<file path="config.mk">
export PLATFORM = sky130hd
export DESIGN_NAME = iou_arbiter
export DESIGN_NICKNAME = d
export VERILOG_FILES = /design/src/rtl/iou_arbiter.sv
export SDC_FILE = /design/constraint.sdc
export NUM_CORES = 1
export LEC_CHECK = 0
export ABC_CLOCK_PERIOD_IN_PS = 3600
export BUFFER_PORTS_ARGS = -buffer_cell sky130_fd_sc_hd__clkbuf_2
export CAP_MARGIN = 0
export CORE_ASPECT_RATIO = 1.4
export CORE_MARGIN = 8
export CORE_UTILIZATION = 57
export CTS_BUF_LIST = sky130_fd_sc_hd__clkbuf_4
export CTS_CLUSTER_DIAMETER = 30
export DETAILED_ROUTE_END_ITERATION = 8
export PLACE_DENSITY_LB_ADDON = 0.12
export SYNTH_ARGS = -nofsm -noshare
export SYNTH_HDL_FRONTEND = slang
export SYNTH_SLANG_ARGS = --single-unit
export TNS_END_PERCENT = 50
</file>
<file path="constraint.sdc">
create_clock -name clk -period 3.6 [get_ports clk]
set_input_delay 0.18 -clock clk [delete_from_list [all_inputs] [get_ports clk]]
set_output_delay 0.18 -clock clk [all_outputs]
set_load 0.01 [all_outputs]
</file>
<file path="src/rtl/iou_arbiter.sv">
// Two-requester (CPU/MAU) arbiter for a single IO-unit port: one pending slot per requester,
// round-robin grant, fixed ISSUE/WAIT/RESP access timing with a parameterised read latency.
module iou_arbiter #(
  parameter int unsigned READ_LATENCY = 1
) (
  input  logic        clk,
  input  logic        reset,
  input  logic        alive,
  input  logic        cpu_req,
  input  logic [31:0] cpu_address,
  input  logic [31:0] cpu_data_write,
  input  logic        cpu_wren,
  output logic        cpu_busy,
  output logic        cpu_ack,
  output logic [31:0] cpu_data_read,
  output logic        cpu_overrun,
  input  logic        mau_req,
  input  logic [31:0] mau_address,
  input  logic [31:0] mau_data_write,
  input  logic        mau_wren,
  output logic        mau_busy,
  output logic        mau_ack,
  output logic [31:0] mau_data_read,
  output logic        mau_overrun,
  output logic        iou_clk_en,
  output logic [31:0] iou_address,
  output logic [31:0] iou_data_write,
  output logic        iou_wren,
  input  logic [31:0] iou_data_read
);

  typedef enum logic [1:0] {StIdle, StIssue, StWait, StResp} state_e;

  localparam logic [2:0] LastCnt = 3'(READ_LATENCY - 1);

  state_e      state_q;
  logic        cpu_vld_q, mau_vld_q;
  logic [31:0] cpu_addr_q, cpu_wdata_q, mau_addr_q, mau_wdata_q;
  logic        cpu_wr_q, mau_wr_q;
  logic        gnt_mau_q, gnt_wr_q, last_mau_q;
  logic [2:0]  cnt_q;

  logic in_flight, cpu_elig, mau_elig, pick_mau;

  always_comb begin
    in_flight = (state_q == StIssue) || (state_q == StWait);
    // The slot is freed at the end of ISSUE, so the in-flight owner stays busy through WAIT.
    cpu_busy  = cpu_vld_q || (in_flight && !gnt_mau_q);
    mau_busy  = mau_vld_q || (in_flight && gnt_mau_q);
    cpu_elig  = cpu_vld_q && alive;
    mau_elig  = mau_vld_q;
    pick_mau  = mau_elig && (!cpu_elig || !last_mau_q);
  end

  always_ff @(posedge clk) begin
    if (reset) begin
      state_q        <= StIdle;
      cpu_vld_q      <= 1'b0;
      mau_vld_q      <= 1'b0;
      cpu_addr_q     <= '0;
      cpu_wdata_q    <= '0;
      cpu_wr_q       <= 1'b0;
      mau_addr_q     <= '0;
      mau_wdata_q    <= '0;
      mau_wr_q       <= 1'b0;
      gnt_mau_q      <= 1'b0;
      gnt_wr_q       <= 1'b0;
      last_mau_q     <= 1'b1;
      cnt_q          <= '0;
      cpu_ack        <= 1'b0;
      mau_ack        <= 1'b0;
      cpu_data_read  <= '0;
      mau_data_read  <= '0;
      cpu_overrun    <= 1'b0;
      mau_overrun    <= 1'b0;
      iou_clk_en     <= 1'b0;
      iou_address    <= '0;
      iou_data_write <= '0;
      iou_wren       <= 1'b0;
    end else begin
      unique case (state_q)
        StIdle: begin
          if (cpu_elig || mau_elig) begin
            state_q        <= StIssue;
            gnt_mau_q      <= pick_mau;
            last_mau_q     <= pick_mau;
            gnt_wr_q       <= pick_mau ? mau_wr_q : cpu_wr_q;
            iou_clk_en     <= 1'b1;
            iou_address    <= pick_mau ? mau_addr_q : cpu_addr_q;
            iou_data_write <= pick_mau ? mau_wdata_q : cpu_wdata_q;
            iou_wren       <= pick_mau ? mau_wr_q : cpu_wr_q;
          end
        end
        StIssue: begin
          state_q        <= StWait;
          cnt_q          <= '0;
          iou_clk_en     <= 1'b0;
          iou_address    <= '0;
          iou_data_write <= '0;
          iou_wren       <= 1'b0;
          if (gnt_mau_q) mau_vld_q <= 1'b0;
          else           cpu_vld_q <= 1'b0;
        end
        StWait: begin
          if (cnt_q == LastCnt) begin
            state_q <= StResp;
            if (gnt_mau_q) begin
              mau_ack <= 1'b1;
              if (!gnt_wr_q) mau_data_read <= iou_data_read;
            end else begin
              cpu_ack <= 1'b1;
              if (!gnt_wr_q) cpu_data_read <= iou_data_read;
            end
          end else begin
            cnt_q <= cnt_q + 3'd1;
          end
        end
        StResp: begin
          state_q <= StIdle;
          cpu_ack <= 1'b0;
          mau_ack <= 1'b0;
        end
        default: state_q <= StIdle;
      endcase

      // A busy requester can never have its slot cleared in the same cycle, so loads and the
      // ISSUE-time clear never collide.
      if (cpu_req) begin
        if (cpu_busy) begin
          cpu_overrun <= 1'b1;
        end else begin
          cpu_vld_q   <= 1'b1;
          cpu_addr_q  <= cpu_address;
          cpu_wdata_q <= cpu_data_write;
          cpu_wr_q    <= cpu_wren;
        end
      end
      if (mau_req) begin
        if (mau_busy) begin
          mau_overrun <= 1'b1;
        end else begin
          mau_vld_q   <= 1'b1;
          mau_addr_q  <= mau_address;
          mau_wdata_q <= mau_data_write;
          mau_wr_q    <= mau_wren;
        end
      end
    end
  end

endmodule

</file>
### Yosys cells after proc, flatten, opt, wreduce, memory -nomap -nowiden

Cells that the tools add are included.
Widths: inputs -> output; s select.

* register bits: 274
* latch bits: 0
* RAM bits: 0
* memory bits (read-only): 0
* bits of input ports: 167
* output and inout bits: 136
* word-level logic and storage cells: 95
* memories kept: 0

* add/sub/neg operators: 1
* multipliers: 0
* divide/modulo/power cells: 0
* magnitude comparators: 0
* eq/ne operators: 8
* shifts and indexed selects: 0
* muxes and demuxes: 30
* bitwise gates (word level): 4
* reductions and logical operators: 29

Operators by type and width (count)
* $mux 32: 4
* $pmux 32 s2: 2
* $reduce_and 2->1: 8
* $mux 1: 15
* $ne 2x2->1 const B: 4
* $pmux 1 s2: 4
* $pmux 2 s4: 1
* $reduce_and 4->1: 2
* $pmux 3 s2: 1
* $reduce_and 3->1: 2
* $reduce_bool 2->1: 3
* $logic_or 1x1->1: 5
* $eq 2x2->1 const B: 2
* $logic_and 1x1->1: 4
* $mux 2: 2
* $not 1->1: 4
* $add 3x1->3 const B: 1
* $logic_not 1->1: 3
* $logic_not 3->1: 1
* $mux 3: 1
* $eq 2x1->1 const B: 1
* $logic_not 2->1: 1
* $ne 2x1->1 const B: 1

### Longest topological paths before layout

Gate-level depths: netlist of run 1.

* word-level depth: 7
* gate-level depth with buffers: 8
* depth with buffers taken out: 6

### Worst setup path before layout of run 1

OpenSTA, ideal clock, no wires.

* path type: register to register
* from: register state_q[0]
* to: register iou_address[0]
* setup time: 0.070 ns
* arrival: 1.619 ns
* data required time: 3.530 ns
* setup slack: 1.911 ns
* stages on the path, launching flop included: 8
* path buffers: 2
* period minus slack after synthesis: 1.689 ns
* path through: dfxtp_1 > inv_1 > ha_1 > or2_2 > a21oi_1 > buf_4 > buf_2 > o2bb2ai_1

* longest elaborated chain between the ends: 3
* elaborated cells on any way between the ends: 6
* classes of those cells: 2 x eq/ne; 1 x mux; 3 x reduce/logical

Ends and longest elaborated chain
* start: declaration: RTL line 36 `state_e state_q;`
* start signal: assignment: RTL line 57 `state_q <= StIdle;`
* start signal: assignment: RTL line 84 `state_q <= StIssue;`
* start signal: assignment: RTL line 95 `state_q <= StWait;`
* $logic_not 2->1 / $eq 2x1->1 (equally long branches): RTL line 81 `unique case (state_q)`
* $ne 2x2->1 (no source line) / $reduce_bool 2->1 (equally long branches)
* $reduce_and 2->1 (no source line)
* end signal: assignment: RTL line 89 `iou_address <= pick_mau ? mau_addr_q : cpu_addr_q;`
* end: declaration: RTL line 26 `output logic [31:0] iou_address,`

Several ways; a longest one is shown, not always the timed one.
A chain may end at the register's enable or synchronous reset.

### Worst setup path after layout of run 1

* from: register state_q[0]
* to: register cpu_wdata_q[9]

* longest elaborated chain between the ends: 6
* elaborated cells on any way between the ends: 7
* classes of those cells: 2 x eq/ne; 1 x bitwise; 4 x reduce/logical

Ends and longest elaborated chain
* $eq 2x1->1 / $eq 2x2->1 (equally long branches): RTL line 46 `in_flight = (state_q == StIssue) || (state_q == StWait);`
* $logic_or 1x1->1 *: RTL line 46
* $logic_and 1x1->1 *: RTL line 48 `cpu_busy = cpu_vld_q || (in_flight && !gnt_mau_q);`
* $logic_or 1x1->1 *: RTL line 48
* $not 1->1 (no source line) *
* $reduce_and 2->1 (no source line) *
* end signal: assignment: RTL line 134 `cpu_wdata_q <= cpu_data_write;`
* end: declaration: RTL line 38 `logic [31:0] cpu_addr_q, cpu_wdata_q, mau_addr_q, mau_wdata_q;`

Every way passes the cells marked *; elsewhere a longest branch is shown, timed or not.

==> results.yml, run 1 <==
floorplanning:
  die_h_um: 173.4
  fp.coreArea_um2: 17330
  die_w_um: 128.5
  initial_core_util_pct: 58.23
  placementRows: 57
  io_pins: 303
  die-area_um2: 22280
cts:
  path_clk_slew_ns: 0.07
  cts_buffers: 67
  clock_sinks: 274
  post-cts-setup-buffers: 0
  clk_latency_ns: 0.64
  clockBufferDepth: 3
  htreeDepth: 3
  cts_tree: "built"
  clockRootBuffer: "clkbuf_4"
worst_setup_path:
  critPathRequiredTime_ns: 4.18
  cp.arrival_ns: 3.43
  reg2reg_depth: 8
  worstPathMaxFanout: 61
  r2r_end: "cpu_wdata_q[9]"
  crit_type: "reg2reg"
  r2r_slack_ns: 0.75
  r2r-start: "state_q[0]"
  endpoint_kind: "flip-flop"
  crit_path_start_kind: "flip-flop"
detailed_routing:
  drtPass1Iterations: 7
  num_vias: 10687
  drtIter0Drc: 926
  avgRoutedWirePerCell_um: 18.87
  drc_errors: 0
  viasPerCell: 5.589
  ant_nets: 0
  routed_wl_um: 36070
global_route:
  grt_use_met1_pct: 33.47
  grt_pass1_vias: 11235
  gr-max-usage-layer: "met2"
  grt-ovfl-total: 0
  antenna_found_initial: 1
  grt_pass1_wl_um: 57510
  track_usage_pct: 32.04
  use_met2_pct: 54.56
  grt_max_degree: 95
  met3_usage_pct: 9.667
power:
  power.density_nw_per_um2: 612.2
  power_w: 0.008810
  vdd_drop_max_mv: 0.5957
  power_leakage_nw: 6.387
logic_synthesis:
  ys.flop_type: "dfxtp_1"
  syn_area_um2: 10090
  ys_warn_count: 0
  syn_area_per_cell_um2: 8.761
  synth_edf_count: 0
  syn_inst: 1152
  ys_ff_latch: 274
  async_flop_share_pct: 0
  yosys.cell_types.count: 33
  yosysSeqAreaShare_pct: 54.35
  synthesis.nets: 1326
sta:
  setup_viol: 0
  setup_tns_ns: 0
  maxSlewViolCount: 0
  fin_ws_ns: 0.7491
  period_needed_ns: 2.851
  post-route-period-util_pct: 79.19
  relSlewSlack_pct: 25.65
  max_slew.worst_pin.slew_ns: 1.115
  clock_skew_ns: 0.02850
  hold_viol_final: 0
  rsz0062_at_grt: "false"
  clock.fmax_mhz: 350.8
min_path:
  holdPathStages: 3
  hold_path_class: "in2reg"
  hold_path_end: "iou_clk_en"
  hold_start: "reset"
placed_design:
  gp_congestion: 0.8137
  post-place-ws_ns: 1.220
  postPlaceCellArea_um2: 11640
  hpwl_um: 19020
  portBuffers: 302
finish:
  final_layout_size_suffix_gt1_share_pct: 25.21
  design_area_um2: 14390
  fill_cells: 1001
  area_growth_pct: 42.59
  nNetsFinal: 1818
job:
  cap_violations: 0
run_status:
  outcome: "finished, final reports clean"
flip-flops by register name, summed over array words and instances, names as in the netlist, 2 cells and up:
signal and cells:
state_q 2, mau_wdata_q 32, iou_data_write 32, mau_data_read 32, cpu_data_read 32, cpu_wdata_q 32, iou_address 32, cpu_addr_q 32
cnt_q 3, mau_addr_q 32
worst max-delay path, cell delays in order, from the launching register on:
cell and delay, ns:
dfxtp_1 0.39, inv_1 0.10, ha_1 0.34, inv_1 0.08
o211ai_1 0.60, buf_12 0.39, nand2_1 0.13, a21oi_1 0.18
dlygate4sd3_1 0.58
power by group:
part | internal (W) | leakage, nW | switching [W]
clock network | 0.00137 | 0.474 | 0.00120
logic | 0.000946 | 3.68 | 0.00158
registers | 0.00345 | 2.23 | 0.000267
cells in the final DEF (no fill, tap or decap), types with 3 or more instances in the layout:
cell / count
a211oi_1: 4
o21ai_0: 5
clkbuf_2: 301
dlygate4sd3_1: 195
clkbuf_4: 91
buf_12: 6
mux2i_1: 67
o2bb2ai_1: 65
nor2_1: 12
ha_1: 7
buf_4: 7
bufinv_16: 3
nand2_1: 393
inv_1: 10
a21oi_1: 202
dfxtp_1: 274
clkinv_1: 3
per-stage QoR:
step / utilization, % / instances / hold WS (ns)
after global placement: 67.17 / 1616 / 0.4033
after floorplan: - / 1152 / 0.3160
after global routing: 83.02 / 1911 / 0.07896
final: 83.03 / 1912 / 0.09364
after CTS: 83.00 / 1910 / 0.02580
after detailed placement: 67.17 / 1616 / 0.4085
cells by family (layout without fill, tap and decap cells):
family | count (synthesis) | in the layout | synth area share [%]
adders and majority gates | 7 | 7 | 0.8678
AOI/OAI and AO/OA | 284 | 284 | 16.82
buffers and inverters | 97 | 619 | 5.071
muxes | 68 | 68 | 6.757
other | 0 | 2 | 0
DFF | 274 | 274 | 54.35
and+or+nand+nor | 422 | 422 | 16.13
final cells by class:
cell class                      instances  area, um2  share of cell area, %
Multi-Input combinational cell        781       4133                  28.72
Tap cell                              236      295.3                  2.052
Timing Repair Buffer                  510       3642                  25.31
Sequential cell                       274       5485                  38.12
Inverter                               10      37.54                 0.2608
Antenna cell                            2      5.005                0.03478
Clock buffer                           91      683.2                  4.747
Clock inverter                          8      108.9                 0.7565
synthesized netlist by cell type (all sizes together) (3+ instances only):
cell	instances	area share [%]
o21ai	5	0.25
inv	10	0.37
buf	60	3.7
nor3	3	0.25
nand2	396	15
clkbuf	27	1.0
nor2	12	0.45
mux2i	67	6.6
a21oi	203	10
o2bb2ai	65	5.6
a211oi	4	0.30
dfxtp	274	54
ha	7	0.87
worst max path at each step:
stage               start               to
2_1_floorplan  state_q[0]   iou_address[0]
3_3_place_gp   state_q[0]   iou_address[1]
3_5_place_dp   state_q[0]  iou_address[25]
4_1_cts        state_q[0]   cpu_wdata_q[7]
5_1_grt        state_q[0]   cpu_wdata_q[9]
6_report       state_q[0]   cpu_wdata_q[9]
timing repair:
action,in CTS,in global routing
endpoints found under the hold margin,199,0
resized for setup,0,0
hold buffers,195,0
routing by layer:
metal / vias up / part of all wire, %
li1: 4870 / -
met1: 5047 / 36
met2: 592 / 50
met3: 178 / 8.2
met4: 0 / 5.6
met5: - / 0
(Power assumes the default switching activity.)
==> run 2: changes to the inputs <==
Settings changed: ABC_AREA set to 1, ABC_CLOCK_PERIOD_IN_PS 3600 to 2550, CORE_UTILIZATION 57 to 49.
Clock period 3.6 ns to 2.55 ns, I/O delays scaled along.
==> results.yml, run 2 <==
run_status:
  outcome: "finished, final reports clean"
floorplanning:
  placementRows: 65
  die_w_um: 144.2
  initial_core_util_pct: 50.01
  die_h_um: 195.4
  die-area_um2: 28170
  io_pins: 303
  fp.coreArea_um2: 22530
logic_synthesis:
  syn_area_um2: 11270
  synth_edf_count: 0
  ys_top_cells_by_count: "277 x nand2_1, 274 x dfxtp_1, 174 x inv_1"
  syn_area_per_cell_um2: 7.665
  ys_ff_latch: 274
  post-synth-top-area-fraction_pct: 48.68
  synthTopCellsByArea: "dfxtp_1 49%, nand2_1 9.2%, a21oi_1 7.4%"
  ys.flop_type: "dfxtp_1"
  synth_top_area_cell: "dfxtp_1"
  yosysSeqAreaShare_pct: 48.68
  ys_warn_count: 0
  async_flop_share_pct: 0
  synthesis.nets: 1644
  synth_most_common_cell: "nand2_1"
  syn_inst: 1470
  yosys.cell_types.count: 26
finish:
  fill_cells: 1908
  area_growth_pct: 36.08
  multi_input_area_um2: 4542
  final_common_cell: "clkbuf_2"
  layout_common_cells: "301 x clkbuf_2, 276 x nand2_1, 273 x dfxtp_1"
  nNetsFinal: 2096
  final_layout_size_suffix_gt1_share_pct: 26.40
  seq_area_um2: 5487
cts:
  htreeDepth: 3
  path_clk_slew_ns: 0.07
  clockBufferDepth: 3
  cts_buffers: 68
  post_cts_resized: 0
  clk_latency_ns: 0.64
  clockRootBuffer: "clkbuf_4"
  cts_tree: "built"
  clock_sinks: 274
sta:
  setup_viol: 0
  clock.fmax_mhz: 478.6
  fin_ws_ns: 0.4607
  rsz0062_at_grt: "false"
  setup_tns_ns: 0
  maxSlewViolCount: 0
  relSlewSlack_pct: 53.82
  period_needed_ns: 2.089
  post-route-period-util_pct: 81.93
  max_slew.worst_pin.slew_ns: 0.6919
  clock_skew_ns: 0.03628
  hold_viol_final: 0
worst_setup_path:
  cpPeakStageDelay_ns: 0.39
  reg2reg_depth: 7
  worstPathMaxFanout: 36
  endpoint_kind: "flip-flop"
  critPathRequiredTime_ns: 3.04
  cp_num_buf_inv: 2
  crit_type: "reg2reg"
  crit_path_start_kind: "flip-flop"
  crit_slowest_cell: "nand3_4"
  cp.arrival_ns: 2.58
  crit_family: "simple AND/OR/NAND/NOR gates"
  r2r_slack_ns: 0.46
  path_cells: "inv_1 > ha_1 > nand2_1 > nand3_4 > buf_4 > o21ai_0 > a21oi_1"
  r2r-start: "state_q[0]"
  r2r_end: "mau_wdata_q[24]"
min_path:
  hold_path_end: "cpu_addr_q[20]"
  holdPathStages: 4
  hold_path_class: "in2reg"
  hold_start: "cpu_address[20]"
power:
  power_leakage_nw: 6.948
  power.density_nw_per_um2: 905.7
  vdd_drop_max_mv: 0.5638
global_route:
  grt-ovfl-total: 0
  grt_pass1_vias: 11249
  track_usage_pct: 23.61
  grt_pass1_wl_um: 54120
  antenna_found_initial: 6
  grt_max_degree: 75
job:
  cap_violations: 0
detailed_routing:
  drtPass1Iterations: 5
  viasPerCell: 4.910
  ant_nets: 0
  avgRoutedWirePerCell_um: 14.95
  drc_errors: 0
  num_vias: 11086
  drtIter0Drc: 513
  routed_wl_um: 33760
placed_design:
  hpwl_um: 20770
  portBuffers: 302
  post-place-ws_ns: 0.4704
  gp_congestion: 0.7851
run 2: cell count changes after synthesis, sizes merged, moves of 3 or more:
cell	change
o21ai	+134
nand2	-115
nand3	+136
a211oi	-4
nor2	+126
inv	+167
nor3	-3
clkbuf	+17
o2bb2ai	-65
mux2i	-67
a21oi	+4
run 2: tightest hold or removal path: cells and delay by family:
family,cells,cell delay (ns)
buffers and inverters,2,0.63
AO/OA/AOI/OAI,2,0.16
run 2: cells by family (layout without fill, tap and decap cells):
logic type | Yosys count | after routing | share of synthesized area (%)
other cells | 0 | 6 | 0
compound gates | 348 | 348 | 16.87
simple gates | 557 | 557 | 22.40
buf+inv | 284 | 765 | 11.27
fa+ha+maj | 7 | 7 | 0.7773
flops | 274 | 274 | 48.68
run 2: per-layer routing:
metal  part of all wire [%]  routed length [um]  track usage [%]  up-vias
met2                     48               16340            39.89      384
met4                    4.7                1570            14.66        0
met5                      0                   0                0        -
li1                       -                   -                -     5607
met1                     39               13290            25.75     4984
met3                    7.6                2559            6.152      111
run 2: cell type report:
type	instances	share of cell area [%]
repair buffers	488	22.51
flip-flops and latches	274	35.78
clock buffers	90	4.407
well taps	301	2.456
clock inverters	9	0.7345
multi-input cells	912	29.62
diodes	6	0.09793
inverters	178	4.390
run 2: metrics by stage:
stage	std cells	hold slack, ns	instance area [um2]	power (W)	utilization (%)
finish	2258	0.3025	15330	0.01389	68.06
global route	2258	0.2782	15330	0.01488	68.06
CTS	2252	0.2321	15320	0.01402	67.99
detailed placement	1987	0.3992	12870	0.01024	57.12
global placement	1987	0.3896	12870	0.01013	57.12
floorplan	1470	0.2722	11270	0.008951	-
run 2: worst max path at each step:
stage                     startpoint              end  slack [ns]  cells after the start
after floorplan           state_q[0]   mau_addr_q[27]        1.00                      8
after global placement    state_q[0]  mau_wdata_q[11]        0.49                      7
after detailed placement  state_q[0]  mau_wdata_q[11]        0.47                      7
after CTS                 state_q[0]  mau_wdata_q[24]        0.45                      7
after global routing      state_q[0]  mau_wdata_q[20]        0.24                      7
final                     state_q[0]  mau_wdata_q[24]        0.46                      7
run 2: power breakdown:
group / switching, W / internal, W
combinational: 0.00303 / 0.00169
clock: 0.00164 / 0.00191
sequential: 0.000384 / 0.00523
total: 0.00505 / 0.00883
run 2: what timing repair did:
| action | 4_1_cts | 5_1_grt |
|---|---|---|
| endpoints found under the setup margin | 0 | 0 |
| hold buffers | 166 | 0 |
| setup buffers | 0 | 0 |
| endpoints found under the hold margin | 199 | 0 |
